## src/rtl/salu_pkg.sv

```systemverilog
// salu_pkg: opcodes, branch decode and response entry for the scalar ALU sequencer; SALU_SEQ_OVF_TRAP_EN adds the ovf field
package salu_pkg;
  localparam int SALU_DW = 32;
  typedef enum logic [3:0] {
    OP_ADD  = 4'b0000, OP_SUB  = 4'b0001, OP_AND  = 4'b0010, OP_OR   = 4'b0011,
    OP_XOR  = 4'b0100, OP_SLL  = 4'b0101, OP_SRL  = 4'b0110, OP_SRA  = 4'b0111,
    OP_SLT  = 4'b1000, OP_SLTU = 4'b1001, OP_BEQ  = 4'b1010, OP_BNE  = 4'b1011,
    OP_BLT  = 4'b1100, OP_BGE  = 4'b1101, OP_BLTU = 4'b1110, OP_BGEU = 4'b1111
  } alu_op_e;
  function automatic logic is_branch(input logic [3:0] op);
    return op[3] & (op[2] | op[1]);
  endfunction
  typedef struct packed {
    logic [4:0]         rd;
    logic [SALU_DW-1:0] data;
    logic               wb_en;
    logic               branch;
    logic               taken;
    logic [SALU_DW-1:0] target;
`ifdef SALU_SEQ_OVF_TRAP_EN
    logic               ovf;
`endif
  } rsp_t;
endpackage

```

## src/rtl/salu_rsp_fifo.sv

```systemverilog
// salu_rsp_fifo: circular response FIFO with struct payload, head output forced to zero when empty
module salu_rsp_fifo
  import salu_pkg::*;
#(
  parameter int DEPTH = 4,
  parameter type T = rsp_t
) (
  input  logic                       clk,
  input  logic                       rst,
  input  logic                       push_i,
  input  T                           din_i,
  input  logic                       pop_i,
  output T                           dout_o,
  output logic                       valid_o,
  output logic [$clog2(DEPTH+1)-1:0] count_o
);
  localparam int PW = $clog2(DEPTH);
  localparam int CW = $clog2(DEPTH + 1);
  T mem_q [DEPTH];
  logic [PW-1:0] wr_q, rd_q;
  logic [CW-1:0] cnt_q;
  logic pop;
  assign valid_o = cnt_q != '0;
  assign pop = pop_i & valid_o;
  assign count_o = cnt_q;
  assign dout_o = valid_o ? mem_q[rd_q] : '0;
  // Pointers wrap at DEPTH so non-power-of-two depths also work
  always_ff @(posedge clk or posedge rst)
    if (rst) begin
      wr_q <= '0;
      rd_q <= '0;
      cnt_q <= '0;
    end else begin
      if (push_i) wr_q <= (wr_q == PW'(DEPTH - 1)) ? '0 : wr_q + 1'b1;
      if (pop) rd_q <= (rd_q == PW'(DEPTH - 1)) ? '0 : rd_q + 1'b1;
      cnt_q <= cnt_q + CW'(push_i) - CW'(pop);
    end
  // Storage needs no reset: the head is masked while empty
  always_ff @(posedge clk)
    if (push_i) mem_q[wr_q] <= din_i;
endmodule

```

## src/rtl/salu_seq.sv

```systemverilog
// salu_seq: issue/collect sequencer for the scalar ALU; SALU_SEQ_OVF_TRAP_EN enables overflow trap reporting
module salu_seq
  import salu_pkg::*;
#(
  parameter int DATA_WIDTH = 32,
  parameter int DEPTH = 4
) (
  input  logic                  clk,
  input  logic                  rst,
  input  logic                  req_valid_i,
  output logic                  req_ready_o,
  input  logic [3:0]            req_op_i,
  input  logic [DATA_WIDTH-1:0] req_rs1_i,
  input  logic [DATA_WIDTH-1:0] req_rs2_i,
  input  logic [4:0]            req_rd_i,
  input  logic [DATA_WIDTH-1:0] req_pc_i,
  input  logic [DATA_WIDTH-1:0] req_imm_i,
  output logic [DATA_WIDTH-1:0] alu_rs1_o,
  output logic [DATA_WIDTH-1:0] alu_rs2_o,
  output logic [3:0]            alu_op_o,
  input  logic [DATA_WIDTH-1:0] alu_res_i,
  input  logic                  alu_zero_i,
  input  logic                  alu_neg_i,
  input  logic                  alu_ovf_i,
  output logic                  rsp_valid_o,
  input  logic                  rsp_ready_i,
  output logic [4:0]            rsp_rd_o,
  output logic [DATA_WIDTH-1:0] rsp_data_o,
  output logic                  rsp_wb_en_o,
  output logic                  rsp_branch_o,
  output logic                  rsp_taken_o,
  output logic [DATA_WIDTH-1:0] rsp_target_o,
  output logic                  rsp_ovf_o,
  output logic                  ovf_sticky_o,
  input  logic                  ovf_clr_i
);
  typedef struct packed {
    logic [4:0]            rd;
    logic [DATA_WIDTH-1:0] data;
    logic                  wb_en;
    logic                  branch;
    logic                  taken;
    logic [DATA_WIDTH-1:0] target;
`ifdef SALU_SEQ_OVF_TRAP_EN
    logic                  ovf;
`endif
  } entry_t;
  localparam int CW = $clog2(DEPTH + 1);
  logic accept, inflight_q, br;
  logic [4:0] rd_q;
  logic [3:0] op_q;
  logic [DATA_WIDTH-1:0] pc_q, imm_q;
  logic [CW-1:0] occ;
  entry_t push_d, head;
  assign req_ready_o = !rst && (int'(occ) + int'(inflight_q) < DEPTH);
  assign accept = req_valid_i & req_ready_o;
  assign alu_op_o = accept ? req_op_i : OP_ADD;
  assign alu_rs1_o = accept ? req_rs1_i : '0;
  assign alu_rs2_o = accept ? req_rs2_i : '0;
  assign br = is_branch(op_q);
  // Tag stage shadows the ALU's one-cycle latency
  always_ff @(posedge clk or posedge rst)
    if (rst) begin
      inflight_q <= 1'b0;
      rd_q <= '0;
      op_q <= '0;
      pc_q <= '0;
      imm_q <= '0;
    end else begin
      inflight_q <= accept;
      if (accept) begin
        rd_q <= req_rd_i;
        op_q <= req_op_i;
        pc_q <= req_pc_i;
        imm_q <= req_imm_i;
      end
    end
  // Build the response from the tag and the registered ALU outputs
  always_comb begin
    push_d = '0;
    push_d.rd = rd_q;
    push_d.data = alu_res_i;
    push_d.wb_en = !br && rd_q != '0;
    push_d.branch = br;
    push_d.taken = br & alu_zero_i;
    push_d.target = br ? pc_q + imm_q : '0;
`ifdef SALU_SEQ_OVF_TRAP_EN
    push_d.ovf = alu_ovf_i & (op_q == OP_ADD || op_q == OP_SUB);
`endif
  end
  salu_rsp_fifo #(.DEPTH(DEPTH), .T(entry_t)) u_fifo (
    .clk(clk),
    .rst(rst),
    .push_i(inflight_q),
    .din_i(push_d),
    .pop_i(rsp_ready_i),
    .dout_o(head),
    .valid_o(rsp_valid_o),
    .count_o(occ)
  );
  assign rsp_rd_o = head.rd;
  assign rsp_data_o = head.data;
  assign rsp_wb_en_o = head.wb_en;
  assign rsp_branch_o = head.branch;
  assign rsp_taken_o = head.taken;
  assign rsp_target_o = head.target;
`ifdef SALU_SEQ_OVF_TRAP_EN
  logic sticky_q;
  logic unused_sig;
  assign unused_sig = alu_neg_i;
  assign rsp_ovf_o = head.ovf;
  assign ovf_sticky_o = sticky_q;
  // Sticky overflow: a new trap-worthy push beats a simultaneous clear
  always_ff @(posedge clk or posedge rst)
    if (rst) sticky_q <= 1'b0;
    else if (inflight_q && push_d.ovf) sticky_q <= 1'b1;
    else if (ovf_clr_i) sticky_q <= 1'b0;
`else
  logic unused_sig;
  assign unused_sig = ^{alu_neg_i, alu_ovf_i, ovf_clr_i};
  assign rsp_ovf_o = 1'b0;
  assign ovf_sticky_o = 1'b0;
`endif
endmodule
```

## config.mk

```make
export PLATFORM = sky130hd
export DESIGN_NAME = salu_seq
export DESIGN_NICKNAME = d
export VERILOG_FILES = /design/src/rtl/salu_pkg.sv /design/src/rtl/salu_rsp_fifo.sv /design/src/rtl/salu_seq.sv
export SDC_FILE = /design/constraint.sdc
export NUM_CORES = 1
export LEC_CHECK = 0
export ABC_AREA = 1
export CAP_MARGIN = 20
export CORE_MARGIN = 3
export CORE_UTILIZATION = 50
export CTS_BUF_LIST = sky130_fd_sc_hd__clkbuf_4
export DETAILED_ROUTE_END_ITERATION = 10
export GPL_TIMING_DRIVEN = 1
export HOLD_SLACK_MARGIN = 0.1
export PLACE_DENSITY = 0.79
export SLEW_MARGIN = 20
export SYNTH_ARGS = -nofsm -noshare
export SYNTH_HDL_FRONTEND = slang
export SYNTH_HIERARCHICAL = 1
export SYNTH_SLANG_ARGS = --single-unit
```

## constraint.sdc

```tcl
create_clock -name clk -period 5.5 [get_ports clk]
set_input_delay 1.65 -clock clk [delete_from_list [all_inputs] [get_ports clk]]
set_output_delay 1.65 -clock clk [all_outputs]
set_load 0.05 [all_outputs]
```

# Yosys cells after proc, flatten, opt, wreduce, memory -nomap -nowiden
# Memory sizes are Yosys's and may differ from the RTL's.
# Index checks and enable logic that the tools add are counted.
[classes]
addsub = 6
n_mul = 0
div_mod_pow = 0
n_lt_le_gt_ge = 1
n_eq_ne = 2
n_shift = 0
mux = 9
bitwise_logic = 5
n_reduce_logical = 6
[op_table]
columns = ["operator", "count"]
rows = [
  ["2-to-1 mux 32 bit", 3],
  ["2-to-1 mux 72 bit", 1],
  ["adder 32 bit", 1],
  ["nonzero test 5 bit", 1],
  ["adder 2 x 1 -> 2 bit (second input constant)", 2],
  ["adder 3 x 1 -> 4 bit", 1],
  ["bitwise AND 1 bit", 4],
  ["== test 2 bit (second input constant)", 2],
  ["less-than comparator 4 x 3 -> 1 bit (second input constant)", 1],
  ["2-to-1 mux 2 bit", 2],
  ["2-to-1 mux 4 bit", 1],
  ["adder 3 x 1 -> 3 bit", 1],
  ["nonzero test 3 bit", 1],
  ["subtractor 3 x 1 -> 3 bit", 1],
  ["logical AND 1 bit", 2],
  ["logical NOT 1 bit", 2],
  ["2-to-1 mux 1 bit", 2],
  ["OR 1 bit", 1],
]
[word_totals]
register_bits = 81
latchBits = 0
mem_bits_rw = 288
rom_bits = 0
in_bits = 177
output_inout_bits = 144
elab_cells = 38
memories = 1
[memory_table]
columns = ["name", "words", "word_bits", "read_ports", "rd_ports_with_merged_regs", "write_ports", "line_no", "source"]
rows = [
  ["u_fifo.mem_q", 4, 72, 1, 0, 1, "salu_rsp_fifo.sv:19", "T mem_q [DEPTH];"],
]

# Depth between registers and ports, before layout
# Gate-level depths: netlist of the first run.
[depth]
ltp_word = 5
depth_mapped = 13

# Modules after synthesis
# Netlist of the first run, hierarchy kept.
[modules_own_cells]
columns = ["module", "instances", "cells_per_inst", "area_per_inst_um2", "seq_area_each_um2"]
rows = [
  ["salu_rsp_fifo", 1, 1186, 12568.3, 8823.5],
  ["salu_seq", 1, 1000, 5936.9, 1826.8],
]

# Worst setup path before layout of the first run
# OpenSTA, ideal clock, no wires.
[synth_timing]
kind = "input to output"
start = "input rst"
end = "output alu_rs2_o[21]"
t_arrival_ns = 4.804
t_required_ns = 3.850
slack_ns = -0.954
cell_stages = 7
n_path_buf = 2
cell_sequence = "inv_1 > nand2_1 > inv_2 > nand2_1 > buf_2 > buf_2 > nor2_1"
[synth_via]
elab_chain_cells = 4
[synth_lines]
columns = ["element", "line_no", "source"]
rows = [
  ["start: declaration", "salu_seq.sv:9", "input logic rst,"],
  ["logical NOT 1 bit (no line)", "-", ""],
  ["logical AND 1 bit", "salu_seq.sv:55", "assign req_ready_o = !rst && (int'(occ) + int'(inflight_q) < DEPTH);"],
  ["via req_ready_o", "salu_seq.sv:11", "output logic req_ready_o,"],
  ["bitwise AND 1 bit", "salu_seq.sv:56", "assign accept = req_valid_i & req_ready_o;"],
  ["2-to-1 mux 32 bit", "salu_seq.sv:59", "assign alu_rs2_o = accept ? req_rs2_i : '0;"],
  ["end: declaration", "salu_seq.sv:19", "output logic [DATA_WIDTH-1:0] alu_rs2_o,"],
]
# The timed path passes the listed nets, and every way through them passes these cells.

# Worst setup path in the final report of the first run
[layout_timing]
start = "register u_fifo.rd_q[1]"
end = "output rsp_target_o[15]"
[layout_via]
elab_chain_cells = 2
[layout_lines]
columns = ["element", "line_no", "source"]
rows = [
  ["start: declaration", "salu_rsp_fifo.sv:20", "logic [PW-1:0] wr_q, rd_q;"],
  ["start signal: assignment", "salu_rsp_fifo.sv:35", "if (pop) rd_q <= (rd_q == PW'(DEPTH - 1)) ? '0 : rd_q + 1'b1;"],
  ["memory (4 x 72 bit)", "-", ""],
  ["2-to-1 mux 72 bit", "salu_rsp_fifo.sv:26", "assign dout_o = valid_o ? mem_q[rd_q] : '0;"],
  ["end: declaration", "salu_seq.sv:32", "output logic [DATA_WIDTH-1:0] rsp_target_o,"],
]
# No other way between the ends.

==> impl_metrics.ini, run 1 <==
[synth]
ys_ff_latch = 368
synth-xor-area-share = 0.00331
synthesis.area_um2 = 18500
synth_top_family_by_area = simple AND/OR/NAND/NOR gates
synth_cell_types = 32
synth_compound_area_frac = 0.0386
yosysTopAreaCell = edfxtp_1
synth_fa_ha_area_frac = 0.0279
synthCells = 2186
yosysWarnings = 6
synthSimpleGateAreaFrac = 0.232
synthMuxAreaShare = 0
ys_seq_area_frac = 0.576
avgSynthCellArea_um2 = 8.47
synthTopCellsByArea = edfxtp_1 (47%), nand2_1 (14%), dfrtp_1 (11%)
yosys.area.top_type_share = 0.467

[cts]
clk_pin_slew_ps = 70
cts.sinks = 368
htree_num_levels = 3
cts_max_path_buffers = 3
cts_setup_buffers = 0
cts_resized = 0
cts_hold_buffers = 0
numCtsBuffers = 91
cts_root_buf = clkbuf_4
clkLatencyLatePin_ps = 800
cts_tree = done

[routing]
dr.first_iter.drc_count = 735
drt-pass1-iter-count = 5
drc_errors = 0
wl_per_cell_um = 15.5
routed_wl_um = 47600
ant_nets = 0
vias_per_cell = 4.82
num_vias = 14800

[grt]
antenna_found_initial = 2
first_global_vias = 14800
grt_usage = 0.240
grt_max_degree = 148
grt_pass1_wl_um = 73700
globalRouteOverflowTotal = 0

[critical_path]
crit_path_start_kind = flop
path_cells = buf_4 -> nand3_1 -> a21oi_1 -> clkdlybuf4s50_1
cp_max_fo = 43
crit_slowest_cell = dfrtp_2
arrival_ps = 3580
critPathKind = reg2out
cp_num_buf_inv = 2
crit_family = buffers and inverters
cpPeakStageDelay_ps = 1030
endpoint_kind = output port
crit_required_ps = 3850

[run]
cap_violations = 0

[status]
outcome = finished, final reports clean

[worst_hold_path]
hp-class = reg2reg

[power]
finalPower_mw = 13.4
peakVddDrop_uv = 322
p_leak_nw = 11.4
pwr_density_cell_nw_per_um2 = 581

[floorplanning]
die_y_um = 198
die_w_um = 198
core_region_area_um2 = 36000
rows = 69
die_area_um2 = 39400
start_util = 0.514
num_io_pins = 321

[timing]
max_freq_ghz = 0.191
hold_viol_final = 0
relSlewSlack = 0.319
rsz0062_at_grt = false
fin_hold_ws_ps = 487
setup_viol = 0
fin_skew_ps = 76.8
setup-tns-final_ps = 0
tightest_slew_ps = 1020
fin_crit_sh = 0.951
worst_slack_ps = 267
finalMaxSlewViolations = 0
period_needed_ps = 5230

[final_layout]
area_delta_synth_final_pct = 24.7
drive_gt1_frac = 0.108
layout.nets = 2748

[placed_design]
place_congestion = 0.921
pre_cts_ws_ps = 552
port_buffers = 315
dpl.hpwl_um = 33100
==> synth_stat cells <==
cell / n
a21o_1: 1
a21oi_1: 111
a21oi_2: 1
a31oi_1: 1
and2_1: 3
and3_1: 1
buf_2: 47
buf_4: 10
clkbuf_1: 24
conb_1: 1
dfrtp_1: 80
edfxtp_1: 288
fa_1: 2
ha_1: 38
inv_1: 487
inv_2: 11
nand2_1: 714
nand2_2: 14
nand3_1: 172
nand3_2: 4
nand4_1: 4
nor2_1: 129
nor2_2: 4
nor3_1: 2
nor3_2: 3
nor3_4: 1
o21ai_0: 20
o21ai_1: 1
o21bai_1: 3
o41ai_1: 1
or2_2: 1
xnor2_1: 7
==> metrics by stage <==
step           std cells  area (um^2)  utilization
2_1_floorplan       2187        18500            -
3_3_place_gp        2899        21900        0.608
3_5_place_dp        2899        21900        0.608
4_1_cts             3061        23100        0.641
5_1_grt             3063        23100        0.641
6_report            3063        23100        0.641
==> power by group <==
group	internal [mW]	switching, mW
Sequential	3.68	0.306
Combinational	2.20	5.00
Clock	1.15	1.07
Total	7.03	6.37
==> state kept, by name, indices dropped and copies added (netlist names) <==
name,cells
inflight_q,1
u_fifo/rd_q,2
imm_q,32
rd_q,5
u_fifo/wr_q,2
op_q,3
u_fifo/mem_q,288
pc_q,32
u_fifo/count_o,3
==> placed cells by master (no fill, tap or decap), drive strengths merged <==
cell type / n
xnor2: 7
clkdlybuf4s50: 246
nand2: 728
clkinvlp: 4
dfrtp: 80
conb: 2
nor2: 133
a21oi: 112
inv: 498
o21bai: 3
o41ai: 1
bufinv: 2
or2: 1
edfxtp: 288
nand3: 176
and2: 3
ha: 38
clkinv: 32
clkbuf: 124
diode: 2
a31oi: 1
fa: 2
o21ai: 21
and3: 1
nor3: 6
a21o: 1
nand4: 4
buf: 86
==> routing by layer <==
metal | GRT usage | vias up | wire length [um]
met5 | 0 | - | 0
met4 | 0.106 | 0 | 1520
met3 | 0.0549 | 77 | 3510
met2 | 0.429 | 530 | 24300
met1 | 0.277 | 6709 | 18300
li1 | - | 7454 | -
==> final timing paths <==
kind | startpoint | end | slack (ps) | cells past startpoint
worst max-delay path | u_fifo/rd_q[1]$_DFFE_PP0P_ | rsp_target_o[15] | 270 | 4
worst min-delay path | pc_q[21]$_DFFE_PP0P_ | pc_q[21]$_DFFE_PP0P_ | 490 | 2
worst max register to register | inflight_q$_DFF_PP0_ | pc_q[1]$_DFFE_PP0P_ | 2230 | 7
worst min register to register | pc_q[21]$_DFFE_PP0P_ | pc_q[21]$_DFFE_PP0P_ | 490 | 2
max in group asynchronous | rst | imm_q[26]$_DFFE_PP0P_ | 3250 | 3
min in group asynchronous | rst | u_fifo/rd_q[0]$_DFFE_PP0P_ | 1240 | 2
==> cells by family (layout without fill, tap and decap cells) <==
group,Yosys count,count (layout)
adder cells (fa/ha/maj),40,40
XOR/XNOR,7,7
buffers and inverters,579,992
AND/OR/NAND/NOR,1052,1052
AO/OA/AOI/OAI,139,139
flip-flops,368,368
other,1,4
==> tightest hold or removal path, delay by kind of cell (launching register included) <==
| family | cells | cell delay [ps] |
|---|---|---|
| flip-flops | 1 | 350 |
| AND/OR/NAND/NOR | 2 | 110 |
==> final cells by class <==
type | instances | area, um^2
Antenna cell | 2 | 5.00
Clock buffer | 124 | 931
Clock inverter | 38 | 235
Fill cell | 2902 | 12900
Inverter | 498 | 1880
Multi-Input combinational cell | 1240 | 5620
Sequential cell | 368 | 10700
Tap cell | 461 | 577
Timing Repair Buffer | 332 | 3170
No activity file was read; power rests on OpenSTA's default activity.
==> run 2, diff against run 1 <==
- CORE_ASPECT_RATIO: default -> 1.1
==> impl_metrics.ini, run 2 (synthesized netlist as in run 1, its figures left out) <==
[timing]
finalMaxSlewViolations = 0
fin_skew_ps = 39.8
relSlewSlack = 0.314
fin_crit_sh = 0.912
worst_slack_ps = 483
hold_viol_final = 0
max_freq_ghz = 0.199
setup_viol = 0
tightest_slew_ps = 1030
period_needed_ps = 5020
setup-tns-final_ps = 0
rsz0062_at_grt = false

[grt]
grt_max_degree = 148
grt_usage = 0.237
globalRouteOverflowTotal = 0
grt_pass1_wl_um = 73900
first_global_vias = 15100
antenna_found_initial = 2

[cts]
cts.sinks = 368
numCtsBuffers = 89
clkLatencyLatePin_ps = 710
cts_hold_buffers = 0
cts_max_path_buffers = 3
htree_num_levels = 3
cts_setup_buffers = 0
clk_pin_slew_ps = 50
cts_tree = done
cts_root_buf = clkbuf_4
cts_resized = 0

[status]
outcome = finished, final reports clean

[power]
p_leak_nw = 11.3
clkPwrFrac = 0.158
power.switching_mw = 6.33
p_sw_frac = 0.477
p_int_mw = 6.94
pwr_density_cell_nw_per_um2 = 577
seqPwrFrac = 0.295
peakVddDrop_uv = 424
combPwrFrac = 0.547

[worst_hold_path]
hp-class = reg2reg

[final_layout]
largest_register_ffs = 288
top_regs = u_fifo/mem_q (288), imm_q (32), pc_q (32)
drive_gt1_frac = 0.108
final_core_util = 0.633
fin_cells = 3086
mostFrequentLayoutCells = nand2_1 (713), inv_1 (482), edfxtp_1 (288)
layout.nets = 2746
final_common_cell = nand2_1
design_area_um2 = 23000
regMostFlops = u_fifo/mem_q
area_delta_synth_final_pct = 24.4

[routing]
drc_errors = 0
num_vias = 14900
ant_nets = 0
wl_per_cell_um = 15.3
vias_per_cell = 4.83
dr.first_iter.drc_count = 807
drt-pass1-iter-count = 5
routed_wl_um = 47200

[critical_path]
cp_max_fo = 28
crit_path_start_kind = input port
arrival_ps = 3370
endpoint_kind = output port
crit_required_ps = 3850
critPathKind = in2out

[floorplanning]
start_util = 0.509
core_region_area_um2 = 36400
die_w_um = 189
num_io_pins = 321
die_y_um = 208
die_area_um2 = 39400
rows = 73

[run]
cap_violations = 0

[placed_design]
dpl.hpwl_um = 32600
place_inst = 2925
dpl_cell_area_um2 = 21900
pre_cts_ws_ps = 436
port_buffers = 315
place_congestion = 1.04
run 2: path summary, 6_finish.rpt:
path / start / to / slack, ps / depth (start not counted)
max in group asynchronous: rst / imm_q[28]$_DFFE_PP0P_ / 3190 / 3
min in group asynchronous: rst / inflight_q$_DFF_PP0_ / 1260 / 2
worst min register to register: imm_q[2]$_DFFE_PP0P_ / imm_q[2]$_DFFE_PP0P_ / 480 / 2
worst min-delay path: imm_q[2]$_DFFE_PP0P_ / imm_q[2]$_DFFE_PP0P_ / 480 / 2
worst max-delay path: rst / alu_rs2_o[26] / 480 / 8
worst max register to register: inflight_q$_DFF_PP0_ / pc_q[22]$_DFFE_PP0P_ / 2600 / 10
run 2: power by group through the flow:
stage / Clock, mW / Sequential [mW] / Combinational [mW]
floorplan: 0 / 3.90 / 5.03
global placement: 0 / 3.96 / 7.11
detailed placement: 0 / 3.98 / 7.26
CTS: 2.18 / 3.92 / 7.28
global route: 2.32 / 3.97 / 7.90
finish: 2.10 / 3.92 / 7.26
run 2: final cells by class:
class	instances	area [um^2]
antenna	2	5.00
clock buffer	129	968
clock inverter	30	125
fill	3058	13300
inverter	498	1880
multi-input combinational	1240	5620
sequential	368	10700
tap	487	609
timing repair buffer	332	3160
run 2: metrics by stage:
| stage | power, mW | hold slack (ps) |
|---|---|---|
| 6_report | 13.3 | 481 |
| 5_1_grt | 14.2 | 508 |
| 4_1_cts | 13.4 | 488 |
| 3_5_place_dp | 11.2 | 472 |
| 3_3_place_gp | 11.1 | 466 |
| 2_1_floorplan | 8.94 | 447 |
run 2: layer usage:
metal | up-vias | wire (um) | GRT usage
li1 | 7459 | - | -
met5 | - | 0 | 0
met1 | 6869 | 17800 | 0.264
met4 | 0 | 1810 | 0.113
met3 | 90 | 3240 | 0.0508
met2 | 485 | 24300 | 0.428
run 2: worst max-delay path, cell delays in order:
cell and delay (ps):
clkdlybuf4s50_1 530, clkinvlp_4 220, nand2_1 150, inv_2 60, nand2_4 240, buf_4 250
nor2_1 70, buf_4 190
